`src/rtl/tisaradc_pkg.sv`:
```
// Shared constants and FSM state type for the TISARADC offset-calibration sequencer.
package tisaradc_pkg;
    localparam int ADC_WAYS      = 8;
    localparam int ADC_BITS      = 9;
    localparam int TRIM_BITS     = 8;
    localparam int AVG_LOG2      = 4;
    localparam int RST_CYCLES    = 8;
    localparam int WARM_CYCLES   = 64;
    localparam int SETTLE_CYCLES = 4;

    localparam int WAY_W = $clog2(ADC_WAYS);
    localparam int BIT_W = $clog2(TRIM_BITS);
    localparam int CNT_W = 8;
    localparam int SUM_W = ADC_BITS + AVG_LOG2;

    localparam logic [TRIM_BITS-1:0] CODE_MID = TRIM_BITS'(1) << (TRIM_BITS - 1);
    // Midcode scaled by the averaging depth, so the sum is compared without a divide.
    localparam logic [SUM_W-1:0]     SUM_THR  = SUM_W'(1) << (ADC_BITS - 1 + AVG_LOG2);

    typedef enum logic [3:0] {
        ST_IDLE,
        ST_CLKRST,
        ST_WARMUP,
        ST_LOAD,
        ST_SETTLE,
        ST_ACCUM,
        ST_DECIDE,
        ST_NEXT,
        ST_DONE
    } cal_state_e;
endpackage

```
`src/rtl/tisaradc_cal_ctrl_if.sv`:
```
// Control/data bundle between the register file, deserializer and the calibration sequencer.
interface tisaradc_cal_ctrl_if;
    import tisaradc_pkg::*;

    logic                               start;
    logic                               abort;
    logic                               adc_valid;
    logic [ADC_WAYS-1:0][ADC_BITS-1:0]  adc_data;
    logic                               sw_override;
    logic [ADC_WAYS-1:0][TRIM_BITS-1:0] sw_code;
    logic [ADC_WAYS-1:0][TRIM_BITS-1:0] osp;
    logic [ADC_WAYS-1:0][TRIM_BITS-1:0] osm;
    logic                               clkrst;
    logic                               busy;
    logic                               done;
    logic [ADC_WAYS-1:0]                sat;

    modport master (
        output start, abort, adc_valid, adc_data, sw_override, sw_code,
        input  osp, osm, clkrst, busy, done, sat
    );

    modport slave (
        input  start, abort, adc_valid, adc_data, sw_override, sw_code,
        output osp, osm, clkrst, busy, done, sat
    );
endinterface

```
`src/rtl/tisaradc_cal_accum.sv`:
```
// Sample counter and running sum for one averaged decision; flags sum above the scaled midcode.
module tisaradc_cal_accum
    import tisaradc_pkg::*;
(
    input  logic                clock,
    input  logic                reset_n,
    input  logic                clr_i,
    input  logic                en_i,
    input  logic [ADC_BITS-1:0] sample_i,
    output logic                last_o,
    output logic                gt_o
);
    logic [AVG_LOG2-1:0] cnt_q, cnt_d;
    logic [SUM_W-1:0]    sum_q, sum_d;

    always_comb begin
        cnt_d = cnt_q;
        sum_d = sum_q;
        if (clr_i) begin
            cnt_d = '0;
            sum_d = '0;
        end else if (en_i) begin
            cnt_d = cnt_q + AVG_LOG2'(1);
            sum_d = sum_q + SUM_W'(sample_i);
        end
    end

    always_ff @(posedge clock) begin
        if (!reset_n) begin
            cnt_q <= '0;
            sum_q <= '0;
        end else begin
            cnt_q <= cnt_d;
            sum_q <= sum_d;
        end
    end

    assign last_o = en_i && (cnt_q == '1);
    assign gt_o   = sum_q > SUM_THR;
endmodule

```
`src/rtl/tisaradc_cal_ctrl.sv`:
```
// Foreground offset-calibration sequencer: clkrst pulse, warm-up, then per-way SAR search on the trim code.
module tisaradc_cal_ctrl
    import tisaradc_pkg::*;
(
    input  logic          clock,
    input  logic          reset_n,
    tisaradc_cal_ctrl_if.slave bus
);
    cal_state_e                         state_q, state_d;
    logic [CNT_W-1:0]                   cnt_q, cnt_d;
    logic [WAY_W-1:0]                   way_q, way_d;
    logic [BIT_W-1:0]                   bit_q, bit_d;
    logic [ADC_WAYS-1:0][TRIM_BITS-1:0] code_q, code_d;
    logic [ADC_WAYS-1:0]                sat_q, sat_d;
    logic                               done_q, done_d;
    logic                               clkrst_q;
    logic [TRIM_BITS-1:0]               trial;
    logic                               acc_last, acc_gt;

    tisaradc_cal_accum u_accum (
        .clock    (clock),
        .reset_n  (reset_n),
        .clr_i    (state_q == ST_SETTLE),
        .en_i     ((state_q == ST_ACCUM) && bus.adc_valid),
        .sample_i (bus.adc_data[way_q]),
        .last_o   (acc_last),
        .gt_o     (acc_gt)
    );

    always_comb begin
        state_d = state_q;
        cnt_d   = cnt_q;
        way_d   = way_q;
        bit_d   = bit_q;
        code_d  = code_q;
        sat_d   = sat_q;
        done_d  = done_q;
        trial   = code_q[way_q];

        case (state_q)
            ST_IDLE: begin
                if (bus.start) begin
                    state_d = ST_CLKRST;
                    cnt_d   = '0;
                    done_d  = 1'b0;
                    sat_d   = '0;
                end
            end
            ST_CLKRST: begin
                cnt_d = cnt_q + CNT_W'(1);
                if (cnt_q == CNT_W'(RST_CYCLES - 1)) begin
                    state_d = ST_WARMUP;
                    cnt_d   = '0;
                end
            end
            ST_WARMUP: begin
                cnt_d = cnt_q + CNT_W'(1);
                if (cnt_q == CNT_W'(WARM_CYCLES - 1)) begin
                    state_d = ST_LOAD;
                    way_d   = '0;
                end
            end
            ST_LOAD: begin
                code_d[way_q] = CODE_MID;
                bit_d         = BIT_W'(TRIM_BITS - 1);
                cnt_d         = '0;
                state_d       = ST_SETTLE;
            end
            ST_SETTLE: begin
                cnt_d = cnt_q + CNT_W'(1);
                if (cnt_q == CNT_W'(SETTLE_CYCLES - 1)) state_d = ST_ACCUM;
            end
            ST_ACCUM: begin
                if (acc_last) state_d = ST_DECIDE;
            end
            ST_DECIDE: begin
                // Output above midcode means the trim overshoots: drop the bit under test.
                if (acc_gt) trial[bit_q] = 1'b0;
                if (bit_q != '0) begin
                    trial[bit_q - BIT_W'(1)] = 1'b1;
                    bit_d   = bit_q - BIT_W'(1);
                    cnt_d   = '0;
                    state_d = ST_SETTLE;
                end else begin
                    sat_d[way_q] = (trial == '0) || (trial == '1);
                    state_d      = ST_NEXT;
                end
                code_d[way_q] = trial;
            end
            ST_NEXT: begin
                if (way_q == WAY_W'(ADC_WAYS - 1)) begin
                    state_d = ST_DONE;
                end else begin
                    way_d   = way_q + WAY_W'(1);
                    state_d = ST_LOAD;
                end
            end
            ST_DONE: begin
                done_d  = 1'b1;
                state_d = ST_IDLE;
            end
            default: state_d = ST_IDLE;
        endcase

        // Abort freezes all results where they stand, including a start seen the same cycle.
        if (bus.abort) begin
            state_d = ST_IDLE;
            code_d  = code_q;
            sat_d   = sat_q;
            done_d  = done_q;
        end
    end

    always_ff @(posedge clock) begin
        if (!reset_n) begin
            state_q  <= ST_IDLE;
            cnt_q    <= '0;
            way_q    <= '0;
            bit_q    <= '0;
            code_q   <= {ADC_WAYS{CODE_MID}};
            sat_q    <= '0;
            done_q   <= 1'b0;
            clkrst_q <= 1'b0;
        end else begin
            state_q  <= state_d;
            cnt_q    <= cnt_d;
            way_q    <= way_d;
            bit_q    <= bit_d;
            code_q   <= code_d;
            sat_q    <= sat_d;
            done_q   <= done_d;
            clkrst_q <= (state_d == ST_CLKRST);
        end
    end

    for (genvar w = 0; w < ADC_WAYS; w++) begin : g_way
        logic [TRIM_BITS-1:0] lane_code;
        assign lane_code   = bus.sw_override ? bus.sw_code[w] : code_q[w];
        assign bus.osp[w]  = lane_code;
        assign bus.osm[w]  = ~lane_code;
    end

    assign bus.clkrst = clkrst_q;
    assign bus.busy   = (state_q != ST_IDLE);
    assign bus.done   = done_q;
    assign bus.sat    = sat_q;
endmodule
```
`src/flat_wrapper.sv`:
```
// flat-port wrapper written by rule: the top's interface ports become plain ports
module tisaradc_cal_ctrl_flat import tisaradc_pkg::*;
  (clock, reset_n, bus_start, bus_abort, bus_adc_valid, bus_adc_data, bus_sw_override, bus_sw_code, bus_osp, bus_osm, bus_clkrst, bus_busy, bus_done, bus_sat);
  tisaradc_cal_ctrl_if bus_i ();
  input  logic clock;
  input  logic reset_n;
  input wire logic [$bits(bus_i.start)-1:0] bus_start;
  input wire logic [$bits(bus_i.abort)-1:0] bus_abort;
  input wire logic [$bits(bus_i.adc_valid)-1:0] bus_adc_valid;
  input wire logic [$bits(bus_i.adc_data)-1:0] bus_adc_data;
  input wire logic [$bits(bus_i.sw_override)-1:0] bus_sw_override;
  input wire logic [$bits(bus_i.sw_code)-1:0] bus_sw_code;
  output wire logic [$bits(bus_i.osp)-1:0] bus_osp;
  output wire logic [$bits(bus_i.osm)-1:0] bus_osm;
  output wire logic [$bits(bus_i.clkrst)-1:0] bus_clkrst;
  output wire logic [$bits(bus_i.busy)-1:0] bus_busy;
  output wire logic [$bits(bus_i.done)-1:0] bus_done;
  output wire logic [$bits(bus_i.sat)-1:0] bus_sat;
  assign bus_i.start = bus_start;
  assign bus_i.abort = bus_abort;
  assign bus_i.adc_valid = bus_adc_valid;
  assign bus_i.adc_data = bus_adc_data;
  assign bus_i.sw_override = bus_sw_override;
  assign bus_i.sw_code = bus_sw_code;
  assign bus_osp = bus_i.osp;
  assign bus_osm = bus_i.osm;
  assign bus_clkrst = bus_i.clkrst;
  assign bus_busy = bus_i.busy;
  assign bus_done = bus_i.done;
  assign bus_sat = bus_i.sat;
  tisaradc_cal_ctrl u_core (.clock(clock), .reset_n(reset_n), .bus(bus_i));
endmodule
```
`config.mk`:
```
export PLATFORM = sky130hd
export DESIGN_NAME = tisaradc_cal_ctrl_flat
export DESIGN_NICKNAME = d
export VERILOG_FILES = /design/src/rtl/tisaradc_pkg.sv /design/src/rtl/tisaradc_cal_ctrl_if.sv /design/src/rtl/tisaradc_cal_accum.sv /design/src/rtl/tisaradc_cal_ctrl.sv /design/src/flat_wrapper.sv
export SDC_FILE = /design/constraint.sdc
export NUM_CORES = 1
export LEC_CHECK = 0
export ABC_AREA = 1
export BUFFER_PORTS_ARGS = -buffer_cell sky130_fd_sc_hd__buf_2
export CORE_UTILIZATION = 54
export DETAILED_ROUTE_END_ITERATION = 10
export HOLD_SLACK_MARGIN = 0.08
export PLACE_DENSITY = 0.87
export SETUP_SLACK_MARGIN = 0.4
export SYNTH_ARGS = -nofsm -noshare
export SYNTH_HDL_FRONTEND = slang
export SYNTH_SLANG_ARGS = --single-unit
export TNS_END_PERCENT = 5
```
`constraint.sdc`:
```
create_clock -name clock -period 4.95 [get_ports clock]
set_clock_uncertainty 0.05 [all_clocks]
set_input_delay 0.2475 -clock clock [delete_from_list [all_inputs] [get_ports clock]]
set_output_delay 0.2475 -clock clock [all_outputs]
set_load 0.1 [all_outputs]
```
==> results.ini, run 1 <==
[min_path]
min_from = bus_start
holdPathStages = 6
holdPathEnd = u_core.bus.done
hp-class = in2reg

[sta]
setup_violations = 0
rsz0062_at_grt = false
fin_setup_tns_ns = 0
max-slew-margin-rel_pct = 36.7
fmax_mhz = 293
period_needed_ns = 3.42
hold_viol_final = 0
tightest_slew_ns = 0.949
holdWs_ns = 0.277
drv_slew = 0
timing.final.crit_share_pct = 69.0

[floorplan]
die_area_um2 = 13800
start_util_pct = 56.3
die_width_um = 117
ios = 281
die_y_um = 117
core_area_um2 = 12800
rows = 41

[clocking]
post-cts-setup-buffer-count = 0
cts_tree = built
numCtsBuffers = 9
cts.clk_slew.worst_paths_ns = 0.08
holdBufCountCts = 1
post_cts_resized = 0
cts_sinks = 109
root_buffer = clkbuf_16
cts_max_level = 3
clockBufferDepth = 2
insertion_delay_ns = 0.36

[power_and_ir_drop]
power.leakage_nw = 4.85
p_comb_share_pct = 31.8
ir_drop_mv = 0.141
power_density_nw_per_um2 = 265
p_seq_share_pct = 37.3
intPower_mw = 1.39
pwr-share-clk_pct = 30.9
p_sw_uw = 966
p_sw_share_pct = 41.0

[synthesis]
synth_top_family_by_area = simple AND/OR/NAND/NOR gates
synth_edf_count = 0
yosysMostFrequentCell = nand2_1
synth-xor-area-share_pct = 1.10
yosys-top-cells-area = dfxtp_1 (30%), nand2_1 (20%), inv_1 (10%)
synth_top_area_share_pct = 30.4
ys_warn_count = 0
synth_area_um2 = 7190
synthDistinctLibCells = 45
yosys.area.top_type = dfxtp_1
synth_fa_ha_area_share_pct = 2.89
synth_compound_area_share_pct = 21.8
synthArstFlopShare_pct = 0
synthTopCellsByCount = nand2_1 (384), inv_1 (195), o21ai_0 (144)
muxShareOfSynthArea_pct = 0.139
syn_avg_cell_area_um2 = 5.97
yosysSeqAreaShare_pct = 30.4
syn_inst = 1204
postSynthNetCount = 1362
synth_ff_type = dfxtp_1
synth_seq_cells = 109
synth_simple_gate_area_share_pct = 29.4

[worst_setup_path]
setup.worst_path.class = reg2reg
cp_data_required_time_ns = 5.15
startpoint_type = flop
crit_fanout = 14
r2r_slack_ns = 1.53
r2r-end = u_core.u_accum.sum_q[11]
arrival_ns = 3.62
worstRegToRegCells = 16
end_kind = flop
timing.rr.start = u_core.way_q[2]

[drt]
routed_wl_um = 22300
via_count = 8610
drcViolationCount = 0
ant_nets = 0
drt_first_pass_iters = 6
dr.first_iter.drc_count = 738
wire_per_inst_um = 13.7
post_drt_via_cell_ratio = 5.30

[grt]
grt_pass1_wl_um = 35800
grtUsageTotal_pct = 31.8
grt_pass1_vias = 7510
grt_overflow_total = 0
antenna_found_initial = 0
grt_max_degree = 129

[placement]
place.gp.congestion = 0.907
dp_hpwl_um = 17300
dp_cells = 1609
io_buffers = 280
post_dp_cell_area_um2 = 8600

[final_layout]
layout.cells.non_filler = 1625
n_antenna_cell = 0
area.growth.synth_to_final_pct = 23.8
fin_area_um2 = 8900
fin_nets = 1607
final_core_util_pct = 69.7
drive_above_1_share_pct = 22.4

[run_status]
status = finished clean

[flow_run]
cap_violations = 0

## registers in the layout, indices dropped and copies added (netlist names)
signal,count
u_core.bus.done,1
u_core.u_accum.cnt_q,4
u_core.code_q,64
u_core.state_q,4
u_core.cnt_q,8
u_core.u_accum.sum_q,13
u_core.bit_q,3
u_core.bus.sat,8
u_core.bus.clkrst,1
u_core.way_q,3
## critical path, cell delays in order, from the launching register on
cell,delay [ns]
dfxtp_1,0.60
inv_2,0.23
nand3_1,0.18
inv_1,0.21
a22o_1,0.26
a221oi_1,0.19
nand4_1,0.19
ha_1,0.34
nand3_1,0.07
nand3_1,0.11
a31oi_1,0.13
o21ai_0,0.30
nand2_1,0.09
nand2_1,0.13
nand3_1,0.09
nand2_1,0.08
nor2_1,0.04
## worst max path at each step
stage / from / endpoint / slack [ns] / depth (start not counted)
floorplan: bus_sw_override / bus_osp[1] / 0.59 / 4
global placement: u_core.way_q[2] / u_core.u_accum.sum_q[11] / 1.77 / 16
detailed placement: u_core.way_q[2] / u_core.u_accum.sum_q[11] / 1.59 / 16
CTS: u_core.way_q[2] / u_core.u_accum.sum_q[11] / 1.58 / 16
global route: u_core.way_q[2] / u_core.u_accum.sum_q[11] / 1.17 / 16
finish: u_core.way_q[2] / u_core.u_accum.sum_q[11] / 1.53 / 16
## cell type report
class / instances / area, µm²
clock buffers: 10 / 229
clock inverters: 5 / 60.1
fillers: 1161 / 3870
inverters: 206 / 773
multi-input cells: 835 / 3980
flip-flops and latches: 109 / 2180
well taps: 172 / 215
repair buffers: 288 / 1470
## metrics by stage
step           setup WS, ns  power, mW
2_1_floorplan         0.593       1.51
4_1_cts                1.58       2.35
6_report               1.53       2.35
3_3_place_gp           1.77       1.65
3_5_place_dp           1.59       1.65
5_1_grt                1.17       2.42
## layout by cell type, fill, tap and decap left out, types with 4 or more instances in the layout
cell and instances:
nand2_1 384, buf_2 279, inv_1 195, o21ai_0 144, dfxtp_1 109, a21oi_1 96
nor2_1 57, nand3_1 32, nor3_1 21, ha_1 15, nand4_1 11, inv_2 9
a221oi_1 9, a22oi_1 9, clkbuf_16 9, nor2_2 8, buf_4 8, a22o_1 6
xor2_1 6, a31oi_1 4
## kinds of logic (layout without fill, tap and decap cells)
logic type / after synthesis / in the layout
simple gates: 522 / 522
compound gates: 287 / 287
buf+inv: 260 / 509
flops: 109 / 109
fa+ha+maj: 16 / 16
xor+xnor: 9 / 9
mux: 1 / 1
## routing by layer
metal / up-vias / share of wire (%) / global-route usage [%]
met3: 72 / 8.1 / 4.67
met4: 0 / 3.9 / 15.5
met1: 3763 / 39 / 37.9
met2: 467 / 48 / 55.7
li1: 4308 / - / -
met5: - / 0 / 0
## power by group through the flow
stage / Sequential (mW) / Clock, mW / Combinational, mW
6_report: 0.879 / 0.727 / 0.749
5_1_grt: 0.879 / 0.760 / 0.777
4_1_cts: 0.879 / 0.723 / 0.749
3_5_place_dp: 0.899 / 0 / 0.748
3_3_place_gp: 0.899 / 0 / 0.746
2_1_floorplan: 0.902 / 0 / 0.604
(Power assumes the default switching activity.)
==> inputs of run 2 (changes only) <==
--- a/config.mk
+++ b/config.mk
@@ -7,10 +7,10 @@
 export LEC_CHECK = 0
 export ABC_AREA = 1
 export BUFFER_PORTS_ARGS = -buffer_cell sky130_fd_sc_hd__buf_2
-export CORE_UTILIZATION = 54
+export CORE_UTILIZATION = 50
 export DETAILED_ROUTE_END_ITERATION = 10
 export HOLD_SLACK_MARGIN = 0.08
-export PLACE_DENSITY = 0.87
+export PLACE_DENSITY = 0.82
 export SETUP_SLACK_MARGIN = 0.4
 export SYNTH_ARGS = -nofsm -noshare
 export SYNTH_HDL_FRONTEND = slang
==> constraint.sdc (replaced) <==
create_clock -name clock -period 3.35 [get_ports clock]
set_clock_uncertainty 0.05 [all_clocks]
set_input_delay 0.1675 -clock clock [delete_from_list [all_inputs] [get_ports clock]]
set_output_delay 0.1675 -clock clock [all_outputs]
set_load 0.1 [all_outputs]
==> run 2 against run 1 <==
  * Die area rose by 7.9%
  * Power rose by 50%
  * Wire length rose by 2.6%
  * Combinational power rose by 50%
  * Maximum frequency rose by 20%
==> results.ini, run 2 (synthesis gave the netlist of run 1 again) <==
[clocking]
insertion_delay_ns = 0.36  ; about the same
cts_max_level = 3  ; unchanged
cts_sinks = 109  ; unchanged
post-cts-setup-buffer-count = 0  ; unchanged
root_buffer = clkbuf_16  ; unchanged
cts.clk_slew.worst_paths_ns = 0.07  ; was 0.08 ns
cts_tree = built  ; unchanged
numCtsBuffers = 9  ; unchanged
clockBufferDepth = 2  ; unchanged

[power_and_ir_drop]
power.leakage_nw = 4.94  ; was 4.85 nW
p_comb_share_pct = 31.8  ; about the same
pwr-share-clk_pct = 31.5  ; was 30.9%
power_density_nw_per_um2 = 386  ; was 265 nW/µm²
intPower_mw = 2.08  ; was 1.39 mW
p_sw_mw = 1.45  ; was 966 µW
p_seq_share_pct = 36.7  ; was 37.3%
ir_drop_mv = 0.227  ; was 0.141 mV
p_sw_share_pct = 41.0  ; about the same

[drt]
ant_nets = 0  ; unchanged
routed_wl_um = 22900  ; was 22,300 µm
via_count = 8515  ; was 8,610
post_drt_via_cell_ratio = 5.17  ; was 5.30
wire_per_inst_um = 13.9  ; was 13.7 µm
drcViolationCount = 0  ; unchanged
dr.first_iter.drc_count = 793  ; was 738
drt_first_pass_iters = 5  ; was 6

[final_layout]
drive_above_1_share_pct = 24.7  ; was 22.4%
n_fill_cell = 1295  ; was 1,161
layout.cells.non_filler = 1648  ; was 1,625
area.growth.synth_to_final_pct = 27.3  ; was 23.8%
top_regs = u_core.code_q: 64 flops, u_core.u_accum.sum_q: 13 flops  ; unchanged
largest_reg_flops = 64  ; unchanged
top_register = u_core.code_q  ; unchanged
fin_nets = 1621  ; was 1,607
layout_commonest_cell = nand2_1  ; unchanged
final_core_util_pct = 65.7  ; was 69.7%
n_antenna_cell = 0  ; unchanged
final_cell_mix = nand2_1 (383), buf_2 (279), inv_1 (191)  ; was nand2_1 (384), buf_2 (279), inv_1 (195)

[sta]
tightest_slew_ns = 0.688  ; was 0.949 ns
rsz0062_at_grt = true  ; was false
setup_violations = 0  ; unchanged
fmax_mhz = 351  ; was 293 MHz
period_needed_ns = 2.85  ; was 3.42 ns
hold_viol_final = 0  ; unchanged
timing.final.crit_share_pct = 85.1  ; was 69.0%
fin_ws_ns = 0.500  ; was 1.53 ns
max-slew-margin-rel_pct = 54.2  ; was 36.7%
drv_slew = 0  ; unchanged

[worst_setup_path]
crit_fanout = 12  ; was 14
arrival_ns = 3.09  ; was 3.62 ns
cp_data_required_time_ns = 3.59  ; was 5.15 ns
worstRegToRegCells = 16  ; unchanged
r2r-end = u_core.u_accum.sum_q[10]  ; was u_core.u_accum.sum_q[11]
r2r_slack_ns = 0.50  ; was 1.53 ns
end_kind = flop  ; unchanged
setup.worst_path.class = reg2reg  ; unchanged
startpoint_type = flop  ; unchanged
timing.rr.start = u_core.way_q[2]  ; unchanged

[floorplan]
core_area_um2 = 13900  ; was 12,800 µm²
start_util_pct = 51.6  ; was 56.3%
die_width_um = 122  ; was 117 µm
die_y_um = 122  ; was 117 µm
ios = 281  ; unchanged
die_area_um2 = 14900  ; was 13,800 µm²
rows = 43  ; was 41

[grt]
antenna_found_initial = 0  ; unchanged
grt_max_degree = 77  ; was 129
grtUsageTotal_pct = 30.4  ; was 31.8%
grt_overflow_total = 0  ; unchanged
grt_pass1_vias = 7421  ; was 7,510
grt_pass1_wl_um = 35400  ; was 35,800 µm

[placement]
place.gp.congestion = 0.916  ; was 0.907
io_buffers = 280  ; unchanged
pre_cts_ws_ns = 0.260  ; was 1.59 ns
dp_cells = 1631  ; was 1,609
dp_hpwl_um = 17600  ; was 17,300 µm

[flow_run]
cap_violations = 0  ; unchanged

[min_path]
holdPathEnd = u_core.bus.sat[2]  ; was u_core.bus.done
hp-class = in2reg  ; unchanged
holdPathStages = 3  ; was 6
min_from = reset_n  ; was bus_start

[run_status]
status = finished clean  ; unchanged

==> run 2: cell types whose count changed in the layout (fill, tap and decap cells not counted), sizes merged <==
| cell | change |
|---|---|
| buf | +14 |
| inv | +1 |
==> run 2: worst max-delay path by stage <==
stage,start,endpoint,slack [ns],cells past startpoint
floorplan,bus_sw_override,bus_osp[15],-0.64,3
global placement,u_core.way_q[1],u_core.u_accum.sum_q[10],0.39,15
detailed placement,u_core.way_q[1],u_core.u_accum.sum_q[10],0.26,15
CTS,u_core.way_q[0],u_core.u_accum.sum_q[10],0.35,15
global route,u_core.way_q[2],u_core.u_accum.sum_q[10],0.38,15
finish,u_core.way_q[2],u_core.u_accum.sum_q[10],0.50,16
==> run 2: layer usage <==
metal,global-route usage (%),share of wire [%],up-vias
li1,-,-,4360
met1,36.3,41,3689
met2,53.9,49,408
met3,4.59,7.1,58
met4,12.6,3.0,0
met5,0,0,-
==> run 2: power by group through the flow <==
stage / logic (mW) / registers [mW] / clock network (mW)
floorplan: 0.899 / 1.33 / 0
global placement: 1.12 / 1.33 / 0
detailed placement: 1.12 / 1.33 / 0
CTS: 1.12 / 1.30 / 1.12
global route: 1.17 / 1.30 / 1.19
finish: 1.12 / 1.30 / 1.11
==> run 2: through the flow <==
stage | power (mW) | hold slack, ns | cell area (µm²) | TNS, ns
after floorplan | 2.23 | 0.195 | 7200 | -5.12
after global placement | 2.45 | 0.346 | 8740 | 0
after detailed placement | 2.45 | 0.352 | 8740 | 0
after CTS | 3.54 | 0.181 | 9060 | 0
after global routing | 3.66 | 0.201 | 9150 | 0
final | 3.53 | 0.198 | 9150 | 0
==> run 2: worst max-delay path, stage by stage, from the launching register on <==
cell     delay, ns
dfxtp_2       0.39
buf_8         0.16
nor3_2        0.07
buf_4         0.16
a22o_1        0.20
a21oi_1       0.10
nand4_1       0.11
ha_1          0.23
fa_2          0.35
nand3_1       0.09
nand2_1       0.11
nand2_1       0.08
nand3_1       0.13
a21o_1        0.22
nand3_1       0.11
o21ai_1       0.08
a21oi_1       0.13
==> run 2: cell type report <==
type                    instances  area (µm²)  share of cell area (%)
repair buffers                302        1590                    17.4
clock buffers                  10         239                    2.61
multi-input cells             835        4050                    44.3
clock inverters                 6        68.8                   0.752
inverters                     206         781                    8.53
well taps                     180         225                    2.46
flip-flops and latches        109        2190                    23.9
==> run 2: what timing repair did <==
item	4_1_cts	5_1_grt
hold buffers	1	0
hold endpoints to repair	2	0
setup endpoints to repair	5	9
resized for setup	3	28
pin swaps	0	2
==> inputs of run 3 (changes only) <==
==> constraint.sdc (replaced) <==
create_clock -name clock -period 3 [get_ports clock]
set_clock_uncertainty 0.05 [all_clocks]
set_input_delay 0.15 -clock clock [delete_from_list [all_inputs] [get_ports clock]]
set_output_delay 0.15 -clock clock [all_outputs]
set_load 0.1 [all_outputs]
==> run 3 against run 2 <==
  * Combinational power is 13% higher
  * Register-to-register slack worse by 0.28 ns
  * Sequential cell count unchanged
  * Core utilization rose by 1.8 points
  * Non-clock buffer count grew 20
  * Maximum frequency increased by 2.7%
  * Die area stayed put
  * Largest cell class unchanged
  * Cell count up 1.2%
  * Clock power rose by 14%
  * Sequential share of layout area fell by 0.67 points
  * Global-route usage up 1.3 points
==> results.ini, run 3 (synthesis gave the netlist of run 1 again) <==
[power_and_ir_drop]
power_density_nw_per_um2 = 424  ; was 386 nW/µm²
pwr-share-clk_pct = 32.0  ; was 31.5%
power_mw = 3.98  ; was 3.53 mW
p_sw_share_pct = 41.3  ; was 41.0%
ir_drop_mv = 0.253  ; was 0.227 mV
p_sw_mw = 1.65  ; was 1.45 mW
intPower_mw = 2.34  ; was 2.08 mW
p_comb_share_pct = 31.7  ; was 31.8%
power.leakage_nw = 5.06  ; was 4.94 nW
p_seq_share_pct = 36.4  ; was 36.7%

[worst_setup_path]
timing.rr.start = u_core.way_q[2]  ; unchanged
r2r-end = u_core.u_accum.sum_q[12]  ; was u_core.u_accum.sum_q[10]
startpoint_type = flop  ; unchanged
crit_fanout = 11  ; was 12
end_kind = flop  ; unchanged
r2r_slack_ns = 0.22  ; was 0.50 ns
arrival_ns = 2.99  ; was 3.09 ns
cp_data_required_time_ns = 3.21  ; was 3.59 ns
worstRegToRegCells = 15  ; was 16
setup.worst_path.class = reg2reg  ; unchanged

[placement]
io_buffers = 280  ; unchanged
place.gp.congestion = 0.942  ; was 0.916
dp_hpwl_um = 17500  ; was 17,600 µm
post_dp_cell_area_um2 = 8770  ; was 8740 µm²

[clocking]
cts.clk_slew.worst_paths_ns = 0.08  ; was 0.07 ns
numCtsBuffers = 9  ; unchanged
cts_max_level = 3  ; unchanged
clockBufferDepth = 2  ; unchanged
root_buffer = clkbuf_16  ; unchanged
cts_sinks = 109  ; unchanged
insertion_delay_ns = 0.37  ; was 0.36 ns
cts_tree = built  ; unchanged

[grt]
grt_pass1_vias = 7975  ; was 7,421
busiest_layer = met2  ; unchanged
grt_overflow_total = 0  ; unchanged
grt_use_met3_pct = 5.81  ; was 4.59%
antenna_found_initial = 0  ; unchanged
grt_max_degree = 74  ; was 77
grt_pass1_wl_um = 37000  ; was 35,400 µm
grt_use_met1_pct = 36.6  ; was 36.3%
globalRouteMet2Util_pct = 56.0  ; was 53.9%
grtUsageTotal_pct = 31.7  ; was 30.4%

[sta]
holdWs_ns = 0.203  ; was 0.198 ns
setup_violations = 0  ; unchanged
period_needed_ns = 2.78  ; was 2.85 ns
fin_setup_tns_ns = 0  ; unchanged
max-slew-margin-rel_pct = 33.6  ; was 54.2%
timing.final.crit_share_pct = 92.5  ; was 85.1%
rsz0062_at_grt = true  ; unchanged
hold_viol_final = 0  ; unchanged
drv_slew = 0  ; unchanged
fmax_mhz = 360  ; was 351 MHz
tightest_slew_ns = 0.992  ; was 0.688 ns

[drt]
routed_wl_um = 23900  ; was 22,900 µm
via_count = 8824  ; was 8,515
ant_nets = 0  ; unchanged
drcViolationCount = 0  ; unchanged
dr.first_iter.drc_count = 696  ; was 793
post_drt_via_cell_ratio = 5.29  ; was 5.17
drt_first_pass_iters = 5  ; unchanged
wire_per_inst_um = 14.3  ; was 13.9 µm

[floorplan]
die_width_um = 122  ; unchanged
start_util_pct = 51.6  ; unchanged
core_area_um2 = 13900  ; unchanged
die_area_um2 = 14900  ; unchanged
ios = 281  ; unchanged
rows = 43  ; unchanged
die_y_um = 122  ; unchanged

[min_path]
holdPathStages = 6  ; was 3
holdPathEnd = u_core.bus.done  ; was u_core.bus.sat[2]
hp-class = in2reg  ; unchanged
min_from = bus_start  ; was reset_n

[final_layout]
layout_commonest_cell = nand2_1  ; unchanged
area.growth.synth_to_final_pct = 30.8  ; was 27.3%
multi_input_area_um2 = 4160  ; was 4050 µm²
final_core_util_pct = 67.5  ; was 65.7%
drive_above_1_share_pct = 26.6  ; was 24.7%
final_cell_mix = nand2_1 (381), buf_2 (279), inv_1 (192)  ; was nand2_1 (383), buf_2 (279), inv_1 (191)
n_antenna_cell = 0  ; unchanged
seq_area_um2 = 2190  ; about the same
largest_reg_flops = 64  ; unchanged
top_register = u_core.code_q  ; unchanged
fin_nets = 1641  ; was 1,621
n_fill_cell = 1270  ; was 1,295
fin_area_um2 = 9400  ; was 9150 µm²
top_regs = u_core.code_q: 64 flops, u_core.u_accum.sum_q: 13 flops  ; unchanged

[run_status]
status = finished clean  ; unchanged

[flow_run]
cap_violations = 0  ; unchanged

==> run 3: power groups by stage <==
stage	sequential [mW]	clock (mW)	combinational, mW
final	1.45	1.27	1.26
after global routing	1.45	1.34	1.32
after CTS	1.45	1.27	1.26
after detailed placement	1.48	0	1.25
after global placement	1.48	0	1.24
after floorplan	1.49	0	1.00
==> run 3: through the flow <==
step | setup slack [ns] | std cells
2_1_floorplan | -0.0900 | 1204
3_3_place_gp | 0.204 | 1635
3_5_place_dp | 0.106 | 1635
4_1_cts | 0.395 | 1663
5_1_grt | 0.0959 | 1668
6_report | 0.224 | 1668
==> run 3: final cells by class <==
class / instances / share of cell area (%)
clock inverter: 6 / 0.745
clock buffer: 10 / 2.54
sequential: 109 / 23.3
multi-input combinational: 835 / 44.2
inverter: 206 / 8.28
timing repair buffer: 322 / 18.5
tap: 180 / 2.40
==> run 3: how the worst max path moves through the flow <==
stage                    start                        to  depth (start not counted)
4_1_cts        u_core.way_q[0]  u_core.u_accum.sum_q[12]                         16
2_1_floorplan  bus_sw_override               bus_osp[12]                          4
3_5_place_dp   u_core.way_q[0]  u_core.u_accum.sum_q[10]                         15
3_3_place_gp   u_core.way_q[0]  u_core.u_accum.sum_q[10]                         15
6_report       u_core.way_q[2]  u_core.u_accum.sum_q[12]                         15
5_1_grt        u_core.way_q[0]  u_core.u_accum.sum_q[10]                         15
==> run 3: what timing repair did <==
item / CTS / global route
pin swaps: 8 / 14
gates cloned: 0 / 0
endpoints found under the hold margin: 2 / 0
resized for setup: 34 / 12
hold buffers: 1 / 0
setup buffers: 11 / 5
endpoints found under the setup margin: 7 / 29
==> run 3: layer usage <==
metal / wire [µm] / up-vias
met5: 0 / -
met4: 848 / 0
met3: 2160 / 76
met2: 11500 / 483
met1: 9350 / 3885
li1: - / 4380
==> run 3: critical path, stage by stage, from the launching register on <==
cell and delay [ns]:
dfxtp_2 0.35, inv_2 0.11, nor3_1 0.07, buf_4 0.18
a22o_1 0.18, a221oi_1 0.24, nand4_1 0.20, ha_4 0.28
a21oi_2 0.17, nand2_2 0.09, nand2_2 0.09, nand3_2 0.11
a21o_1 0.23, buf_4 0.15, a31oi_1 0.11, nor2_1 0.05
